--- config.mk ---
export PLATFORM = sky130hd
export DESIGN_NAME = sparc_rr_sel4
export DESIGN_NICKNAME = d
export VERILOG_FILES = /design/src/rtl/sparc_rr_sel4.sv
export SDC_FILE = /design/constraint.sdc
export NUM_CORES = 1
export LEC_CHECK = 0
export CELL_PAD_IN_SITES_DETAIL_PLACEMENT = 0
export CELL_PAD_IN_SITES_GLOBAL_PLACEMENT = 2
export CORE_MARGIN = 2
export CORE_UTILIZATION = 35
export CTS_CLUSTER_SIZE = 10
export DETAILED_ROUTE_END_ITERATION = 8
export GPL_ROUTABILITY_DRIVEN = 0
export PLACE_DENSITY = 0.85
export SLEW_MARGIN = 15
export SYNTH_ARGS = -nofsm -noshare
export SYNTH_HDL_FRONTEND = slang
export SYNTH_SLANG_ARGS = --single-unit
--- constraint.sdc ---
create_clock -name rclk -period 5.63 [get_ports rclk]
set_clock_uncertainty 0.1 [all_clocks]
set_input_delay 1.4075 -clock rclk [delete_from_list [all_inputs] [get_ports rclk]]
set_output_delay 1.4075 -clock rclk [all_outputs]
set_load 0.02 [all_outputs]
--- src/rtl/sparc_rr_sel4.sv ---
// Registered 4-way round-robin arbiter driving one-cold, active-low decoded
// selects for a 4:1 datapath mux. Supports bounded multi-cycle grant hold.
module sparc_rr_sel4 #(
  parameter int MAX_HOLD = 4,
  parameter int CW       = 4
) (
  input  logic       rclk,
  input  logic       reset,
  input  logic [3:0] req,
  input  logic       hold,
  input  logic       stall,
  output logic       sel0_l,
  output logic       sel1_l,
  output logic       sel2_l,
  output logic       sel3_l,
  output logic       gnt_vld,
  output logic [1:0] gnt_id
);

  localparam logic [CW-1:0] CNT_MAX = CW'(MAX_HOLD - 1);

  logic [3:0]    sel_l_q, sel_l_d;
  logic [1:0]    gnt_id_q, gnt_id_d;
  logic          gnt_vld_q, gnt_vld_d;
  logic [CW-1:0] hold_cnt_q, hold_cnt_d;

  logic          others_req;
  logic          hold_ok;
  logic          found;
  logic [1:0]    winner;
  logic [1:0]    cand;

  // gnt_id doubles as the priority pointer: the last grantee is scanned last.
  always_comb begin
    others_req = |(req & ~(4'b0001 << gnt_id_q));
    hold_ok    = gnt_vld_q && hold && req[gnt_id_q] &&
                 ((hold_cnt_q < CNT_MAX) || !others_req);
  end

  always_comb begin
    found  = 1'b0;
    winner = gnt_id_q;
    cand   = gnt_id_q;
    for (int k = 1; k <= 4; k++) begin
      cand = gnt_id_q + 2'(k);
      if (!found && req[cand]) begin
        found  = 1'b1;
        winner = cand;
      end
    end
  end

  always_comb begin
    sel_l_d    = sel_l_q;
    gnt_id_d   = gnt_id_q;
    gnt_vld_d  = gnt_vld_q;
    hold_cnt_d = hold_cnt_q;
    if (!stall) begin
      if (hold_ok) begin
        gnt_vld_d = 1'b1;
        if (hold_cnt_q != CNT_MAX) hold_cnt_d = hold_cnt_q + 1'b1;
      end else if (found) begin
        sel_l_d    = ~(4'b0001 << winner);
        gnt_id_d   = winner;
        gnt_vld_d  = 1'b1;
        hold_cnt_d = '0;
      end else begin
        // Idle: selects stay parked on the last grantee so the mux stays one-cold.
        gnt_vld_d  = 1'b0;
        hold_cnt_d = '0;
      end
    end
  end

  always_ff @(posedge rclk or posedge reset) begin
    if (reset) begin
      sel_l_q    <= 4'b1110;
      gnt_id_q   <= 2'd0;
      gnt_vld_q  <= 1'b0;
      hold_cnt_q <= '0;
    end else begin
      sel_l_q    <= sel_l_d;
      gnt_id_q   <= gnt_id_d;
      gnt_vld_q  <= gnt_vld_d;
      hold_cnt_q <= hold_cnt_d;
    end
  end

  assign sel0_l  = sel_l_q[0];
  assign sel1_l  = sel_l_q[1];
  assign sel2_l  = sel_l_q[2];
  assign sel3_l  = sel_l_q[3];
  assign gnt_id  = gnt_id_q;
  assign gnt_vld = gnt_vld_q;

endmodule

After elaboration in Yosys (flattened, before gate mapping)
Index checks and enable logic that the tools add are counted.
{"block": "word_totals", "output_inout_bits": 7, "in_bits": 8, "word_cells": 56, "register_bits": 11}
{"block": "op_classes", "n_reduce_logical": 14, "order_cmp": 5, "bitwise_logic": 5, "n_addsub": 4, "eq_ne": 2, "mux": 20, "shift": 2}
{"cell": "$lt 2x3->1 const B", "count": 4}
{"cell": "$mux 1", "count": 10}
{"cell": "$bmux 1 s2", "count": 4}
{"cell": "$mux 2", "count": 4}
{"cell": "$mux 4", "count": 2}
{"cell": "$not 4->4", "count": 2}
{"cell": "$shl 1x2->4 const A", "count": 2}
{"cell": "$logic_and 1x1->1", "count": 6}
{"cell": "$add 2x2->2 const B", "count": 2}
{"cell": "$add 4x1->4 const B", "count": 1}
{"cell": "$and 4x4->4", "count": 1}
{"cell": "$logic_not 1->1", "count": 4}
{"cell": "$lt 4x2->1 const B", "count": 1}
{"cell": "$ne 4x2->1 const B", "count": 1}
{"cell": "$reduce_or 4->1", "count": 1}
{"cell": "$reduce_and 3->1", "count": 1}
{"cell": "$add 2x1->2 const B", "count": 1}
{"cell": "$ne 2x1->1 const B", "count": 1}
{"cell": "$not 1->1", "count": 2}
{"cell": "$reduce_and 2->1", "count": 1}
{"cell": "$logic_or 1x1->1", "count": 1}

Logic depth before layout (Yosys ltp)
Gate-level depths: netlist of the first run.
{"block": "logic_depth", "ltp_word": 15, "depth_mapped": 9, "ltp_nobuf": 7}

Worst setup path before layout of the first run
No wires, ideal clock.
{"block": "synth_timing", "path_kind": "input -> register", "start": "input req[1]", "end": "register hold_cnt_q[1]", "path_stages": 5, "arrival_ns": 2.518, "t_required_ns": 5.448, "n_path_buf": 0, "path_slack_ns": 2.929, "setup_ns": 0.082, "path_cell_list": "or2b_1 -> a41oi_1 -> or3_4 -> or3b_1 -> o22ai_1"}
{"block": "synth_via", "elab_chain_len": 7, "elab_cells_between_ends": 11, "cone_classes": "1 x eq/ne; 3 x mux; 1 x bitwise; 6 x reduce/logical"}
{"element": "start, declared", "line": "9", "text": "input logic [3:0] req,"}
{"element": "$and 4x4->4", "line": "35", "text": "others_req = |(req & ~(4'b0001 << gnt_id_q));"}
{"element": "$reduce_or 4->1", "line": "35"}
{"element": "$logic_not 1->1", "line": "37", "text": "((hold_cnt_q < CNT_MAX) || !others_req);"}
{"element": "$logic_or 1x1->1", "line": "37"}
{"element": "$logic_and 1x1->1 *", "line": "36", "text": "hold_ok = gnt_vld_q && hold && req[gnt_id_q] &&"}
{"element": "$ne 2x1->1 (no source line)"}
{"element": "$reduce_and 2->1 (no source line)"}
{"element": "end signal, assigned", "line": "85", "text": "hold_cnt_q <= hold_cnt_d;"}
{"element": "end, declared", "line": "25", "text": "logic [CW-1:0] hold_cnt_q, hold_cnt_d;"}
Every way passes the cells marked *; elsewhere a longest branch is shown, timed or not. The select of a mux whose other input is x is not followed.
A chain may end at the register's enable or synchronous reset.

Final worst setup path of the first run
{"block": "layout_timing", "start": "register gnt_id_q[0] (netlist: gnt_id[0])", "end": "output gnt_id[0]"}
{"element": "start, declared", "line": "23", "text": "logic [1:0] gnt_id_q, gnt_id_d;"}
{"element": "start signal, assigned", "line": "83", "text": "gnt_id_q <= gnt_id_d;"}
{"element": "end, declared", "line": "17", "text": "output logic [1:0] gnt_id"}
No word-level cell between the ends.

==> flow_summary_export.csv, run 1 <==
group,metric,value,unit
routing,drc_errors,0,
critical_path,endpoint_kind,"primary output",
routing,drtAntennaViolNets,0,
routing,dr.pass1.iters,4,
cells_and_area,fillers,234,
job,cap_violations,0,
routing,routed_via_density,5.28,
sta,period_share,56.3,%
sta,finalMaxSlewViolations,0,
routing,wl_per_cell,13.1,um
sta,period_needed,3.17,ns
logic_synthesis,yosysWarnings,0,
logic_synthesis,synth.avg_cell_area,10.5,um2
clock_tree,holdBufCountCts,0,
cells_and_area,drive_above_1_share,19.4,%
clock_tree,cts_sinks,11,
cells_and_area,layout.nets,112,
critical_path,crit_path_start_kind,"register",
cells_and_area,final_cell_mix,"14 x clkdlybuf4s50_1, 8 x nor2_1, 8 x dfrtp_1",
logic_synthesis,syn_area,863,um2
sta,setup_viol,0,
global_routing,grt_pass1_vias,640,
critical_path,path_cells,"clkdlybuf4s50_1",
worst_hold_path,min_from,"sel_l_q[1]",
die,ios,15,
clock_tree,cts_tree,"built",
critical_path,crit_type,"register to primary output",
sta,slew_headroom,64.1,%
logic_synthesis,yosys.area.top_type,"dfrtp_1",
critical_path,r2r-start,"gnt_id[0]",
routing,totalWireLength,1.65,mm
cells_and_area,antenna_cells,0,
logic_synthesis,synthCells,82,
worst_hold_path,hp-class,"register to register",
sta,tns,0,ns
clock_tree,clock_latency,0.27,ns
logic_synthesis,ys_ff_latch,11,
sta,fin_hold_ws,0.404,ns
die,die_width,53.7,um
clock_tree,clk_pin_slew,0.08,ns
critical_path,cp.arrival,1.66,ns
logic_synthesis,synth_area_leaders,"dfrtp_1 23%, dfstp_2 9.1%, mux4_2 7.8%, ha_1 7.2%, mux2i_1 4.6%",
outcome,status,"finished clean",
sta,tightestPinTransition,0.539,ns
placed_design,post-dp-hpwl,1.33,mm
logic_synthesis,synth_nets,95,
critical_path,crit_start,"gnt_id[0]",
logic_synthesis,async_reset_ff_share,100,%
routing,drt-initial-drc-count,7,
critical_path,crit_path_max_incr_delay,0.71,ns
clock_tree,cts.path.max_buffers,2,
sta,rsz0062_at_grt,"no",
placed_design,dp_slack,2.21,ns
power_and_ir_drop,max-vdd-ir-drop,0.264,mV
die,initial_core_util,37.9,%
die,die_h,53.7,um
placed_design,placedCellCount,122,
power_and_ir_drop,p_leak,0.451,nW
critical_path,critPathMaxFanout,12,
logic_synthesis,ys_types,37,
clock_tree,cts-htree-levels,1,
power_and_ir_drop,p_per_area,496,nW/um2
sta,hold_violations,0,
global_routing,grt_pass1_wl,2.83,mm
clock_tree,cts_setup_buffers,0,
cells_and_area,fin_cells,126,
sta,fmax,315,MHz
cells_and_area,syn_to_final_growth,21.4,%
die,fp.coreArea,2280,um2
logic_synthesis,synth_top_area_share,23.2,%
clock_tree,post_cts_resized,0,
logic_synthesis,ys_seq_area_share,32.3,%
critical_path,worst_path_max_delay_cell,"clkdlybuf4s50_1",
critical_path,crit_family,"buffers and inverters",
global_routing,grt_antenna_before_repair,0,
die,rows,17,
critical_path,cp.required,4.12,ns
clock_tree,clockRootBuffer,"clkbuf_4",
logic_synthesis,synth_edf_count,0,
routing,vias,665,
global_routing,grt_start_max_net_pins,13,
global_routing,grt_use_total,13.9,%
die,die_area,2880,um2
critical_path,cp.buffers_inverters,1,
global_routing,grt-ovfl-total,0,
cells_and_area,final_common_cell,"clkdlybuf4s50_1",
logic_synthesis,ys.flop_type,"dfrtp_1",
placed_design,portBuffers,14,
sta,setup_ws,2.46,ns
clock_tree,cts_buffers,3,
-- cell families after synthesis --
| family | synth area share (%) |
|---|---|
| simple gates | 19.6 |
| compound gates | 12.9 |
| mux | 19.9 |
| flops | 32.3 |
| buf+inv | 6.09 |
| fa+ha+maj | 7.25 |
| xor+xnor | 2.03 |
-- final cells by class --
class / instances / area (um2) / area share [%]
flip-flops and latches: 11 / 279 / 26.6
well taps: 28 / 35.0 / 3.34
multi-input cells: 63 / 532 / 50.7
inverters: 6 / 36.3 / 3.46
clock buffers: 4 / 26.3 / 2.51
repair buffers: 14 / 140 / 13.4
-- layer usage --
metal  track usage (%)  up-vias  wire length (um)
li1                  -      333                 -
met1              17.2      319               757
met2              23.4       13               833
met3              4.17        0                55
met4              3.85        0                 0
met5                 0        -                 0
-- cell usage after synthesis (3+ instances only) --
cell and number:
dfrtp_1 8, mux4_2 3, inv_1 5, nand2_1 3
a31oi_1 4, mux2i_1 4, o22ai_1 3, dfstp_2 3
ha_1 5, or2b_1 4, nor2_1 8
-- path summary, 6_finish.rpt --
check	to	slack (ns)	cells after the start
max	gnt_id[0]	2.46	1
min	sel_l_q[1]	0.40	2
max reg2reg	sel_l_q[0]	2.84	7
min reg2reg	sel_l_q[1]	0.40	2
max in group asynchronous	sel_l_q[2]	3.77	2
min in group asynchronous	hold_cnt_q[1]	1.32	2
-- metrics by stage --
step	power, W	utilization, %	area (um2)
2_1_floorplan	0.000393	-	863
3_3_place_gp	0.000467	44.9	1020
3_5_place_dp	0.000472	44.9	1020
4_1_cts	0.000528	46.1	1050
5_1_grt	0.000568	46.1	1050
6_report	0.000521	46.1	1050
-- power breakdown --
group	switching [W]	total (W)	internal, W
Clock	0.0000273	0.0000547	0.0000274
Sequential	0.0000353	0.000142	0.000107
Combinational	0.000154	0.000323	0.000169
-- registers in the layout, summed over array words and instances (netlist names) --
| name | flops |
|---|---|
| hold_cnt_q | 4 |
| gnt_vld | 1 |
| gnt_id | 2 |
| sel_l_q | 4 |
Power figures use the tool's default switching activity.
==> inputs of run 2 (changes only) <==
--- a/config.mk
+++ b/config.mk
@@ -8,11 +8,11 @@
 export CELL_PAD_IN_SITES_DETAIL_PLACEMENT = 0
 export CELL_PAD_IN_SITES_GLOBAL_PLACEMENT = 2
 export CORE_MARGIN = 2
-export CORE_UTILIZATION = 35
+export CORE_UTILIZATION = 29
 export CTS_CLUSTER_SIZE = 10
 export DETAILED_ROUTE_END_ITERATION = 8
 export GPL_ROUTABILITY_DRIVEN = 0
-export PLACE_DENSITY = 0.85
+export PLACE_DENSITY = 0.76
 export SLEW_MARGIN = 15
 export SYNTH_ARGS = -nofsm -noshare
 export SYNTH_HDL_FRONTEND = slang
==> constraint.sdc (replaced) <==
create_clock -name rclk -period 2.7 [get_ports rclk]
set_clock_uncertainty 0.1 [all_clocks]
set_input_delay 0.675 -clock rclk [delete_from_list [all_inputs] [get_ports rclk]]
set_output_delay 0.675 -clock rclk [all_outputs]
set_load 0.02 [all_outputs]
==> run 2 against run 1 <==
Against the previous run:
- critical endpoint is now hold_cnt_q[1]
- worst hold slack gained 0.0044 ns
- first-iteration DRC count grew 140%
- design area grew 3.2%
- clock power grew 110%
==> flow_summary_export.csv, run 2 (synthesized netlist as in run 1, its figures left out) <==
group,metric,value,unit
die,ios,15,
clock_tree,post_cts_resized,0,
sta,tightestPinTransition,0.428,ns
cells_and_area,final_cell_mix,"14 x clkdlybuf4s50_1, 8 x nor2_1, 8 x dfrtp_1",
critical_path,crit_type,"primary input to register",
cells_and_area,multi_input_area,532,um2
routing,drc_errors,0,
critical_path,r2r_setup_slack,0.44,ns
die,die_width,58.6,um
clock_tree,cts_setup_buffers,0,
critical_path,r2r_cells,7,
clock_tree,cts_tree,"built",
routing,vias,686,
cells_and_area,syn_to_final_growth,25.4,%
critical_path,critPathMaxFanout,7,
clock_tree,clock_latency,0.27,ns
clock_tree,clk_pin_slew,0.08,ns
sta,period_needed,2.38,ns
sta,rsz0062_at_grt,"no",
clock_tree,cts_buffers,3,
worst_hold_path,min_from,"sel_l_q[2]",
die,fp.coreArea,2780,um2
die,initial_core_util,31.0,%
power_and_ir_drop,p_per_area,1060,nW/um2
critical_path,worstReg2RegEnd,"sel_l_q[0]",
sta,period_share,88.1,%
sta,slew_headroom,71.4,%
worst_hold_path,hp-class,"register to register",
routing,dr.pass1.iters,4,
worst_hold_path,hold_depth,2,
routing,drt-initial-drc-count,17,
clock_tree,cts_sinks,11,
critical_path,crit_start,"req[3]",
clock_tree,clockRootBuffer,"clkbuf_4",
sta,finalMaxSlewViolations,0,
global_routing,grt_pass1_vias,657,
power_and_ir_drop,p_leak,0.470,nW
cells_and_area,drive_above_1_share,22.5,%
global_routing,grt_pass1_wl,3.07,mm
global_routing,grt_antenna_before_repair,0,
sta,setup_viol,0,
routing,drtAntennaViolNets,0,
die,die_h,58.6,um
clock_tree,cts-htree-levels,1,
placed_design,portBuffers,14,
clock_tree,cts.path.max_buffers,2,
power_and_ir_drop,max-vdd-ir-drop,0.574,mV
critical_path,crit_path_start_kind,"primary input",
sta,fmax,420,MHz
job,cap_violations,0,
clock_tree,holdBufCountCts,0,
critical_path,endpoint_kind,"register",
routing,totalWireLength,1.76,mm
cells_and_area,regArea,279,um2
die,die_area,3430,um2
outcome,status,"finished clean",
cells_and_area,final_common_cell,"clkdlybuf4s50_1",
critical_path,cp.required,2.79,ns
worst_hold_path,min_to,"sel_l_q[2]",
routing,routed_via_density,5.16,
sta,hold_violations,0,
sta,tns,0,ns
global_routing,grt_start_max_net_pins,12,
placed_design,postPlaceCellArea,1060,um2
cells_and_area,fillers,267,
cells_and_area,antenna_cells,0,
global_routing,grt-ovfl-total,0,
routing,wl_per_cell,13.2,um
placed_design,post-dp-hpwl,1.38,mm
critical_path,r2r-start,"gnt_id[1]",
global_routing,grt_use_total,11.9,%
cells_and_area,layout.nets,116,
cells_and_area,fin_area,1080,um2
die,rows,19,
critical_path,cp.arrival,2.47,ns
==> run 2: cell count changes in the layout (fill, tap and decap cells not counted) <==
cell   previous run  this run
buf_4             0         4
==> run 2: per-stage QoR <==
step                worst slack (ns)  hold WS, ns  total power (W)  utilization [%]  cells
CTS                            0.332        0.409          0.00117             38.9    133
detailed placement            0.0491        0.400          0.00105             38.0    129
global placement              0.0767        0.395          0.00105             38.0    129
finish                         0.321        0.408          0.00115             38.9    133
floorplan                      0.232        0.379         0.000820                -     82
global route                   0.218        0.435          0.00125             38.9    133
==> run 2: how the worst max path moves through the flow <==
stage	cells past startpoint	endpoint	slack, ns
after floorplan	8	sel_l_q[0]	0.23
after global placement	6	sel_l_q[0]	0.08
after detailed placement	6	hold_cnt_q[1]	0.05
after CTS	6	hold_cnt_q[1]	0.33
after global routing	6	gnt_id[1]	0.22
final	6	hold_cnt_q[1]	0.32
==> run 2: power breakdown <==
part           leakage, nW  internal, W  switching [W]
Combinational        0.327     0.000400       0.000385
Clock               0.0150    0.0000571      0.0000576
Sequential           0.128     0.000224      0.0000263
Total                0.470     0.000681       0.000469
==> run 2: cell type report <==
cell class                      instances  area share [%]
Multi-Input combinational cell         63            49.1
Sequential cell                        11            25.8
Timing Repair Buffer                   18            15.7
Tap cell                               31            3.58
Inverter                                6            3.35
Clock buffer                            4            2.43
==> run 2: routing by layer <==
layer  global-route usage [%]  wire length [um]  part of all wire, %  vias up
met5                        0                 0                    0        -
li1                         -                 -                    -      346
met2                     18.5               823                   47       14
met4                     3.99                14                 0.80        0
met3                     2.64                70                  4.0        2
met1                     16.3               853                   48      324
==> run 2: worst max-delay path, cell delays in order <==
cell             delay [ns]
clkdlybuf4s50_1        0.59
mux2_4                 0.21
mux2i_4                0.07
or3_4                  0.40
or3b_1                 0.38
o22ai_1                0.14
==> inputs of run 3 (changes only) <==
--- a/config.mk
+++ b/config.mk
@@ -13,6 +13,7 @@
 export DETAILED_ROUTE_END_ITERATION = 8
 export GPL_ROUTABILITY_DRIVEN = 0
 export PLACE_DENSITY = 0.76
+export RECOVER_POWER = 100
 export SLEW_MARGIN = 15
 export SYNTH_ARGS = -nofsm -noshare
 export SYNTH_HDL_FRONTEND = slang
==> run 3 against run 2 <==
Against the previous run:
- flip-flop and latch count did not move
- non-clock buffer count did not move
- largest cell class unchanged
- design area shrank 1.0%
- largest power group unchanged
- power decreased by 2.9%
- critical endpoint unchanged
- via count rose by 0.29%
- wire length decreased by 0.74%
- fmax decreased by 3.8%
- critical path depth stayed put
==> flow_summary_export.csv, run 3 (synthesized netlist as in run 1, its figures left out) <==
group,metric,value,unit
clock_tree,clock_latency,0.27,ns
power_and_ir_drop,max-vdd-ir-drop,0.569,mV
critical_path,crit_path_start_kind,"primary input",
critical_path,r2r-start,"gnt_id[1]",
clock_tree,cts_sinks,11,
die,fp.coreArea,2780,um2
routing,wl_per_cell,13.1,um
sta,hold_violations,0,
critical_path,crit_start,"req[0]",
sta,tns,0,ns
clock_tree,cts-htree-levels,1,
die,initial_core_util,31.0,%
sta,slew_headroom,71.4,%
cells_and_area,final_cell_mix,"9 x nor2_1, 9 x dlygate4sd3_1, 8 x dfrtp_1",
cells_and_area,antenna_cells,0,
routing,routed_via_density,5.17,
routing,drc_errors,0,
sta,period_share,91.6,%
critical_path,cp.arrival,2.57,ns
routing,vias,688,
sta,fmax,404,MHz
global_routing,grt_antenna_before_repair,0,
die,die_area,3430,um2
sta,period_needed,2.47,ns
clock_tree,cts_buffers,3,
clock_tree,holdBufCountCts,0,
outcome,status,"finished clean",
sta,rsz0062_at_grt,"no",
sta,setup_viol,0,
critical_path,path_cells,"dlygate4sd3_1 > mux2_1 > mux2i_4 > or3_1 > or3b_1 > o22ai_1",
die,die_width,58.6,um
global_routing,grt_start_max_net_pins,12,
power_and_ir_drop,p_per_area,1040,nW/um2
cells_and_area,fin_area,1070,um2
clock_tree,post_cts_resized,0,
power_and_ir_drop,p_leak,0.457,nW
critical_path,endpoint_kind,"register",
sta,fin_hold_ws,0.407,ns
global_routing,grt_pass1_vias,657,
global_routing,grt_pass1_wl,3.07,mm
worst_hold_path,min_from,"sel_l_q[2]",
critical_path,cp.buffers_inverters,1,
cells_and_area,layout.nets,116,
die,die_h,58.6,um
global_routing,grt-ovfl-total,0,
routing,totalWireLength,1.75,mm
clock_tree,clockRootBuffer,"clkbuf_4",
worst_hold_path,hp-class,"register to register",
placed_design,post-dp-hpwl,1.38,mm
cells_and_area,multi_input_area,520,um2
routing,dr.pass1.iters,4,
routing,drtAntennaViolNets,0,
cells_and_area,drive_above_1_share,19.6,%
sta,finalMaxSlewViolations,0,
die,ios,15,
cells_and_area,fillers,271,
placed_design,portBuffers,14,
die,rows,19,
critical_path,cp.required,2.79,ns
job,cap_violations,0,
clock_tree,cts.path.max_buffers,2,
routing,drt-initial-drc-count,25,
placed_design,postPlaceCellArea,1060,um2
critical_path,crit_path_max_incr_delay,0.63,ns
clock_tree,cts_setup_buffers,0,
critical_path,critPathMaxFanout,7,
global_routing,grt_use_total,11.9,%
critical_path,crit_family,"simple AND/OR/NAND/NOR gates",
power_and_ir_drop,finalPower,0.00112,W
critical_path,worst_path_max_delay_cell,"dlygate4sd3_1",
critical_path,crit_type,"primary input to register",
clock_tree,cts_tree,"built",
sta,tightestPinTransition,0.428,ns
clock_tree,clk_pin_slew,0.08,ns
cells_and_area,syn_to_final_growth,24.1,%
cells_and_area,regArea,279,um2
-- run 3: changes by cell type in the layout (fill, tap and decap cells not counted), sizes merged --
cell           previous run  this run
clkdlybuf4s50            14         5
dlygate4sd3               0         9
-- run 3: metrics by stage --
stage	worst slack, ns	utilization [%]	std cells
floorplan	0.232	-	82
global placement	0.0767	38.0	129
detailed placement	0.0491	38.0	129
CTS	0.332	38.9	133
global route	0.119	38.5	133
finish	0.227	38.5	133
-- run 3: layout make-up --
cell class	count	share of cell area, %
flip-flops and latches	11	26.1
clock buffers	4	2.45
repair buffers	18	15.9
inverters	6	3.39
well taps	31	3.62
multi-input cells	63	48.6
-- run 3: final timing paths --
kind	endpoint	slack (ns)	cells after the start
setup / recovery	hold_cnt_q[1]	0.23	6
hold / removal	sel_l_q[2]	0.41	2
setup reg to reg	sel_l_q[0]	0.45	7
hold reg to reg	sel_l_q[2]	0.41	2
max in group asynchronous	sel_l_q[3]	1.43	2
min in group asynchronous	hold_cnt_q[3]	0.73	2
-- run 3: tightest hold or removal path, stage by stage (launching register included) --
cell     delay (ns)
dfstp_2        0.37
nor2_1         0.09
a31oi_1        0.05
-- run 3: where the power goes --
part / internal [W] / total [W] / switching (W)
clock network: 0.0000571 / 0.000115 / 0.0000576
registers: 0.000224 / 0.000249 / 0.0000252
logic: 0.000374 / 0.000753 / 0.000379
-- run 3: metal layers --
metal,GRT usage [%],part of all wire (%),up-vias
met3,2.64,4.0,2
met2,18.5,47,14
met4,3.99,0.80,0
li1,-,-,346
met1,16.3,48,326
met5,0,0,-
